<file path="src/rtl/input_port_arbiter.sv">
`timescale 1ns/1ps
// input_port_arbiter
//
// Round-robin arbiter that merges NUM_IN_PORTS single-entry request holding
// registers onto one registered valid/ready output stream. Each port is
// granted in turn, starting after the last granted port. Ports that keep
// waiting while the output is back-pressured raise a sticky starve flag.
//
// Ports:
//   clk          single clock
//   reset        synchronous, active-low reset
//   req_vld      per-port request valid
//   req_packet   per-port packets, port i at [PACKET_BITS*i +: PACKET_BITS]
//   req_rdy      per-port ready (holding register empty and not in reset)
//   out_packet   granted packet (registered)
//   out_vld      output valid
//   out_rdy      downstream ready
//   grant_idx    port index of the packet in out_packet
//   starve_flag  sticky per-port starvation indication
//
// Output slot FSM:
//   state   | meaning
//   S_EMPTY | out_vld=0, nothing presented downstream
//   S_FULL  | out_vld=1, out_packet/grant_idx hold a granted packet

module input_port_arbiter #(
  parameter int PACKET_BITS   = 97,
  parameter int NUM_IN_PORTS  = 7,
  parameter int NUM_PORT_BITS = 4,
  parameter int WAIT_BITS     = 8,
  parameter int STARVE_LIMIT  = 200
) (
  input  logic                                clk,
  input  logic                                reset,
  input  logic [NUM_IN_PORTS-1:0]             req_vld,
  input  logic [PACKET_BITS*NUM_IN_PORTS-1:0] req_packet,
  output logic [NUM_IN_PORTS-1:0]             req_rdy,
  output logic [PACKET_BITS-1:0]              out_packet,
  output logic                                out_vld,
  input  logic                                out_rdy,
  output logic [NUM_PORT_BITS-1:0]            grant_idx,
  output logic [NUM_IN_PORTS-1:0]             starve_flag
);

  localparam int PW = NUM_PORT_BITS + 1;
  localparam logic [PW-1:0] ONE_P = PW'(1);
  localparam logic [PW-1:0] NUM_P = PW'(NUM_IN_PORTS);
  localparam logic [WAIT_BITS-1:0] LIMIT_W = WAIT_BITS'(STARVE_LIMIT);

  typedef enum logic {
    S_EMPTY = 1'b0,
    S_FULL  = 1'b1
  } slot_state_e;

  slot_state_e state_q, state_d;

  logic [NUM_IN_PORTS-1:0]  hold_vld_q, hold_vld_d;
  logic [PACKET_BITS-1:0]   hold_pkt_q [NUM_IN_PORTS];
  logic [NUM_PORT_BITS-1:0] last_grant_q, last_grant_d;
  logic [PACKET_BITS-1:0]   out_packet_q, out_packet_d;
  logic [NUM_PORT_BITS-1:0] grant_idx_q, grant_idx_d;
  logic [WAIT_BITS-1:0]     wait_q [NUM_IN_PORTS];
  logic [WAIT_BITS-1:0]     wait_d [NUM_IN_PORTS];
  logic [NUM_IN_PORTS-1:0]  starve_q, starve_d;

  logic                     slot_free;
  logic                     any_hold;
  logic                     grant_fire;
  logic [NUM_IN_PORTS-1:0]  grant_oh;
  logic [NUM_IN_PORTS-1:0]  capture;
  logic [NUM_PORT_BITS-1:0] win_idx;

  logic [NUM_IN_PORTS-1:0]  rot;
  logic [PW-1:0]            start;
  logic [PW-1:0]            first_j;
  logic [PW-1:0]            sum;

  assign req_rdy     = {NUM_IN_PORTS{reset}} & ~hold_vld_q;
  assign capture     = req_vld & req_rdy;
  assign any_hold    = |hold_vld_q;
  assign slot_free   = (state_q == S_EMPTY) || out_rdy;
  assign grant_fire  = slot_free && any_hold;

  assign out_vld     = (state_q == S_FULL);
  assign out_packet  = out_packet_q;
  assign grant_idx   = grant_idx_q;
  assign starve_flag = starve_q;

  // Rotate the hold vector so bit 0 is the port right after last_grant;
  // the lowest set bit of the rotated vector is then the round-robin winner.
  always_comb begin
    start   = {1'b0, last_grant_q} + ONE_P;
    rot     = NUM_IN_PORTS'({hold_vld_q, hold_vld_q} >> start);
    first_j = '0;
    for (int j = NUM_IN_PORTS - 1; j >= 0; j--) begin
      if (rot[j]) first_j = PW'(j);
    end
    // start <= N and first_j <= N-1, so one conditional subtract wraps it.
    sum = start + first_j;
    if (sum >= NUM_P) sum = sum - NUM_P;
    win_idx = NUM_PORT_BITS'(sum);
  end

  always_comb begin
    grant_oh = '0;
    for (int i = 0; i < NUM_IN_PORTS; i++) begin
      grant_oh[i] = grant_fire && (win_idx == NUM_PORT_BITS'(i));
    end
  end

  // A held port is never ready, so capture and grant never hit the same port.
  assign hold_vld_d = (hold_vld_q & ~grant_oh) | capture;

  always_comb begin
    starve_d = starve_q;
    for (int i = 0; i < NUM_IN_PORTS; i++) begin
      wait_d[i] = wait_q[i];
      if (!hold_vld_q[i] || grant_oh[i]) begin
        wait_d[i] = '0;
      end else if (wait_q[i] != {WAIT_BITS{1'b1}}) begin
        wait_d[i] = wait_q[i] + 1'b1;
      end
      if (wait_d[i] == LIMIT_W) starve_d[i] = 1'b1;
    end
  end

  always_comb begin
    state_d      = state_q;
    out_packet_d = out_packet_q;
    grant_idx_d  = grant_idx_q;
    last_grant_d = last_grant_q;
    case (state_q)
      S_EMPTY: begin
        if (any_hold) state_d = S_FULL;
      end
      S_FULL: begin
        if (out_rdy && !any_hold) state_d = S_EMPTY;
      end
      default: state_d = S_EMPTY;
    endcase
    if (grant_fire) begin
      out_packet_d = hold_pkt_q[win_idx];
      grant_idx_d  = win_idx;
      last_grant_d = win_idx;
    end
  end

  always_ff @(posedge clk) begin
    if (!reset) begin
      state_q      <= S_EMPTY;
      hold_vld_q   <= '0;
      last_grant_q <= NUM_PORT_BITS'(NUM_IN_PORTS - 1);
      out_packet_q <= '0;
      grant_idx_q  <= '0;
      starve_q     <= '0;
      for (int i = 0; i < NUM_IN_PORTS; i++) wait_q[i] <= '0;
    end else begin
      state_q      <= state_d;
      hold_vld_q   <= hold_vld_d;
      last_grant_q <= last_grant_d;
      out_packet_q <= out_packet_d;
      grant_idx_q  <= grant_idx_d;
      starve_q     <= starve_d;
      for (int i = 0; i < NUM_IN_PORTS; i++) wait_q[i] <= wait_d[i];
    end
  end

  // Packet storage is qualified by hold_vld_q, so it needs no reset.
  always_ff @(posedge clk) begin
    for (int i = 0; i < NUM_IN_PORTS; i++) begin
      if (capture[i]) hold_pkt_q[i] <= req_packet[PACKET_BITS*i +: PACKET_BITS];
    end
  end

endmodule

</file>
<file path="config.mk">
export PLATFORM = sky130hd
export DESIGN_NAME = input_port_arbiter
export DESIGN_NICKNAME = d
export VERILOG_FILES = /design/src/rtl/input_port_arbiter.sv
export SDC_FILE = /design/constraint.sdc
export NUM_CORES = 1
export LEC_CHECK = 0
export CAP_MARGIN = 25
export CELL_PAD_IN_SITES_DETAIL_PLACEMENT = 2
export CELL_PAD_IN_SITES_GLOBAL_PLACEMENT = 2
export CORE_MARGIN = 5
export CORE_UTILIZATION = 34
export CTS_BUF_LIST = sky130_fd_sc_hd__clkbuf_16
export CTS_CLUSTER_DIAMETER = 150
export DETAILED_ROUTE_END_ITERATION = 6
export PLACE_DENSITY = 0.81
export SKIP_LAST_GASP = 1
export SLEW_MARGIN = 20
export SYNTH_ARGS = -nofsm -noshare
export SYNTH_HDL_FRONTEND = slang
export SYNTH_SLANG_ARGS = --single-unit
export TNS_END_PERCENT = 50
</file>
<file path="constraint.sdc">
create_clock -name clk -period 6.8 [get_ports clk]
set_clock_uncertainty 0.1 [all_clocks]
set_input_delay 1.02 -clock clk [delete_from_list [all_inputs] [get_ports clk]]
set_output_delay 1.02 -clock clk [all_outputs]
set_load 0.02 [all_outputs]
</file>
* Word level (Yosys, flattened, before mapping) *
Memories as Yosys holds them, arrays and structs flattened. A register that Yosys moved wholly into a read port is not among the register bits.
Index checks and enable logic that the tools add are counted.

storage, ports and cells
  register bits after elaboration = 23
  RAM bits = 735
  input bits = 689
  output and inout port bits = 116
  logic and storage cells = 135
  memories kept = 2

cells by class
  $add $sub $neg = 10
  magnitude comparators = 1
  equal/unequal tests = 20
  shift operators = 1
  multiplexer cells = 48
  bitwise operators = 14
  reduce and logical (&&, ||, !) cells = 28

memories
  name        depth  bits a word  rd ports  clocked after Yosys merged registers in  wr ports  line  RTL
  hold_pkt_q  7      97           1         1                                        7         58    logic [PACKET_BITS-1:0] hold_pkt_q [NUM_IN_PORTS];
  wait_q      7      8            7         0                                        7         62    logic [WAIT_BITS-1:0] wait_q [NUM_IN_PORTS];

operators by type and width
  operator               count
  $mux W8                21
  $add A8 B1 Y8 const B  7
  $eq A8 B8 Y1 const B   7
  $ne A8 B8 Y1 const B   7
  $mux W5                5
  $and A7 B7 Y7          3
  $mux W1                18
  $not A7 Y7             2
  $shr A14 B5 Y7         1
  $eq A4 B3 Y1 const B   3
  $logic_and A1 B1 Y1    9
  $logic_not A1 Y1       9
  $eq A4 B2 Y1 const B   2
  $logic_or A1 B1 Y1     8
  $or A1 B1 Y1           7
  $or A7 B7 Y7           1
  $reduce_or A7 Y1       1
  $mux W3                2
  $add A4 B1 Y5 const B  1
  $add A5 B5 Y5          1
  $ge A5 B3 Y1 const B   1
  $eq A4 B1 Y1 const B   1
  $logic_not A4 Y1       1
  $mux W4                1
  other kinds (3)        3

* Longest topological paths before layout *
  depth in word-level cells = 17
  mapped depth = 22
  depth with buffers taken out = 17

* Worst setup path after synthesis *
OpenSTA, ideal clock, no wires.

  path type = register to register
  start point = register last_grant_q[0]
  end point = register out_packet_q[40], in the netlist out_packet[40], read port of hold_pkt_q
  library setup time = 124 ps
  arrival = 4706 ps
  required time = 6576 ps
  slack = 1870 ps
  cell stages (with the launch flop) = 17
  path buffers = 3
  clock period less this slack = 4930 ps
  cell sequence = dfxtp_1 > buf_1 > mux4_2 > mux4_2 > or2_1 > a21o_1 > fa_1 > inv_2 > ha_1 > clkbuf_1 > nand2_1 > nand2_1 > nor3_4 > a22oi_4 > clkbuf_1 > o2111a_1 > a2111o_1

between the ends
  word-level cells in the longest chain between the ends = 12
  elaborated cells between the ends (all ways) = 13
  those cells by class = add/sub (3); order compare (1); shift (1); mux (8)

ends and longest elaborated chain
  what                                           line  RTL
  from (decl)                                    59    logic [NUM_PORT_BITS-1:0] last_grant_q, last_grant_d;
  from (signal assigned)                         152   last_grant_q <= NUM_PORT_BITS'(NUM_IN_PORTS - 1);
  from (signal assigned)                         160   last_grant_q <= last_grant_d;
  $add A4 B1 Y5 *                                92    start = {1'b0, last_grant_q} + ONE_P;
  $shr A14 B5 Y7                                 93    rot = NUM_IN_PORTS'({hold_vld_q, hold_vld_q} >> start);
  $mux W3 (2 in series)                          96    if (rot[j]) first_j = PW'(j);
  $mux W5 (5 in series)                          96
  $add A5 B5 Y5 *                                99    sum = start + first_j;
  $sub A4 B3 Y4 or $ge A5 B3 Y1 (tied branches)  100   if (sum >= NUM_P) sum = sum - NUM_P;
  $mux W4 *                                      100
  to (decl)                                      60    logic [PACKET_BITS-1:0] out_packet_q, out_packet_d;

Mark *: on every way between the ends. The rest lies on a longest branch, timed or not.
A chain may end at the register's enable or synchronous reset.

* Worst setup path after layout *
  start point = register last_grant_q[0]
  end point = register out_packet_q[1], in the netlist out_packet[1], read port of hold_pkt_q

The elaborated chain is that of the path after synthesis.

==> out/metrics.cfg <==
[timing]
finalSetupTns_ns=0
rsz0062_at_grt=no
period_share_pct=88.6
slew_violations=0
min_period_ns=6.02
timing.fmax_mhz=166
tightestPinTransition_ns=1.06
relSlewSlack_pct=29.4
setup_viol=0
hold_violations=0
fin_ws_ns=0.777

[drt]
drc_errors=0
drt_pre_antenna_iters=7
viasPerCell=5.91
dr.first_iter.drc_count=2526
ant_nets=0
via_count=28787
drt-total-wl_microns=163000
routedWlPerCell_microns=33.4

[flow_run]
drv_cap=0

[global_routing]
grt_pass1_vias=30856
overflow=0
grt_use_total_pct=27.7
grt_pass1_wl_microns=227000
antenna_found_initial=81
grt_max_degree=158

[placement]
io_buffer_count=804
dp_slack_ns=0.871
placedInstanceArea_sq_mm=0.0450
dpl.hpwl_microns=110000
gp_congestion=0.844

[floorplanning]
io_pins=805
placeableCoreArea_sq_mm=0.104
rows=118
initial_core_util_pct=34.3
die_x_microns=333
die_h_microns=333
dieArea_sq_mm=0.111

[finish]
area_delta_synth_final_pct=35.9
layout_commonest_cell=clkdlybuf4s50_1
final_area_sq_mm=0.0482
layout-drive-gt1-share_pct=7.85
final_nets=4044
mostFrequentLayoutCells=clkdlybuf4s50_1, edfxtp_1, o21ai_0

[clock_network]
cts_repair_resize_count=0
cts_tree=built
cts-htree-levels=3
cts_hold_buf=0
cts_made_buffers=95
clock-root-buffer=clkbuf_16
cts_buffer_depth=3
clock_latency_ns=0.69
clk_pin_slew_ns=0.07
postCtsSetupRepairBufs=0
numClockSinks=853

[yosys]
synth_edf_count=679
yosys.area.top_type=edfxtp_1
yosys_warnings=0
synthArstFlopShare_pct=0
synth_cell_types=90
synth_seq_cells=853
avgSynthCellArea_sq_um=13.6
yosysSeqAreaShare_pct=67.2
yosysTopAreaCellShare_pct=57.4
synth_area_sq_mm=0.0355
synth-main-ff-cell=edfxtp_1
synth.area.top_cells=edfxtp_1, dfxtp_1, o21ai_0
syn_inst=2615
syn-num-nets=3316

[status]
status=finished clean

[setup_path]
worst_setup_path_start_kind=flop
worstPathArrival_ns=6.48
required_ns=7.25
reg2reg_to=out_packet[1]
crit_path_end_kind=flop
reg2regPathDepth=15
rr_startpoint=last_grant_q[0]
crit_fanout=22
r2r_setup_slack_ns=0.78
crit_type=flop to flop

[hold_path]
hold_path_depth=2
hp-class=flop to flop
worstHoldStart=starve_flag[1]
holdPathEnd=starve_flag[1]

[registers in the layout, indices dropped and copies added, names as in the netlist]
| name | flops |
|---|---|
| hold_pkt_q | 679 |
| out_packet | 97 |
| wait_q | 56 |
| hold_vld_q | 7 |
| starve_flag | 7 |
| last_grant_q | 4 |
| grant_idx | 2 |
| out_vld | 1 |
[synthesized netlist by cell type (14+ instances only)]
library cell,count
a21oi_1,176
nand3_1,161
edfxtp_1,679
a41oi_1,26
nor3_1,19
mux2_2,31
o21ai_0,178
and3_1,14
a2111o_1,59
nor2_1,93
a221oi_1,62
mux2i_1,44
a22oi_1,54
o21bai_1,61
nand2b_1,21
buf_2,59
o221ai_1,27
nand2_1,82
o2111a_1,60
a31oi_1,37
a21o_1,61
clkbuf_1,143
xnor2_1,14
xor2_1,16
a211o_1,52
dfxtp_1,174
[cell type report]
cell class | count | area (sq um)
inverters | 11 | 41.3
multi-input cells | 1527 | 10700
clock buffers | 96 | 2400
fillers | 10030 | 55400
clock inverters | 83 | 648
flip-flops and latches | 853 | 23900
repair buffers | 855 | 8650
well taps | 1380 | 1730
diodes | 65 | 163
[metrics by stage]
step                      hold WS, ns  utilization, %  instances
after floorplan                 0.363               -       2615
after CTS                       0.361            46.4       4804
after global routing            0.395            46.5       4858
after detailed placement        0.346            43.4       4625
after global placement          0.343            43.4       4625
final                           0.355            46.5       4870
[how the worst max path moves through the flow]
stage                     cells after the start       startpoint             end  slack [ns]
after floorplan                              16  last_grant_q[0]  out_packet[40]        1.87
after global placement                       15  last_grant_q[0]  out_packet[61]        1.05
after global routing                         15  last_grant_q[0]  out_packet[66]        0.55
final                                        15  last_grant_q[0]   out_packet[1]        0.78
after detailed placement                     15  last_grant_q[0]  out_packet[64]        0.87
after CTS                                    15  last_grant_q[0]  out_packet[64]        0.80
[metal layers]
metal	part of all wire [%]	track usage, %	vias up
li1	-	-	12020
met1	37	32.4	14944
met2	50	47.9	1432
met3	8.2	7.42	353
met4	4.6	12.4	38
met5	0.16	0	-
[worst max-delay path, cell delays in order, from the launching register on]
cell and delay (ns):
dfxtp_1 0.68, mux4_2 0.62, mux4_2 0.52, or2_1 0.29, a21o_1 0.18, fa_1 0.63, inv_2 0.17, ha_1 0.36
and3_1 0.21, a31oi_1 0.23, o211ai_2 0.12, buf_4 0.24, nand2_2 0.52, buf_4 0.43, a21oi_1 0.11, a2111o_1 0.45
[kinds of logic (layout without fill, tap and decap cells)]
kind of cell	after synthesis	count (layout)	synth area share (%)
DFF	853	853	67.2
muxes	81	81	2.60
adders and majority gates	12	12	0.444
buffers and inverters	235	1045	2.85
other	0	65	0
and+or+nand+nor	466	466	6.66
xor gates and xnor gates	32	32	0.832
AOI/OAI and AO/OA	936	936	19.4
Power is not shown: default switching activity piles up to over one toggle a cycle in this logic, so the estimate is an artifact.
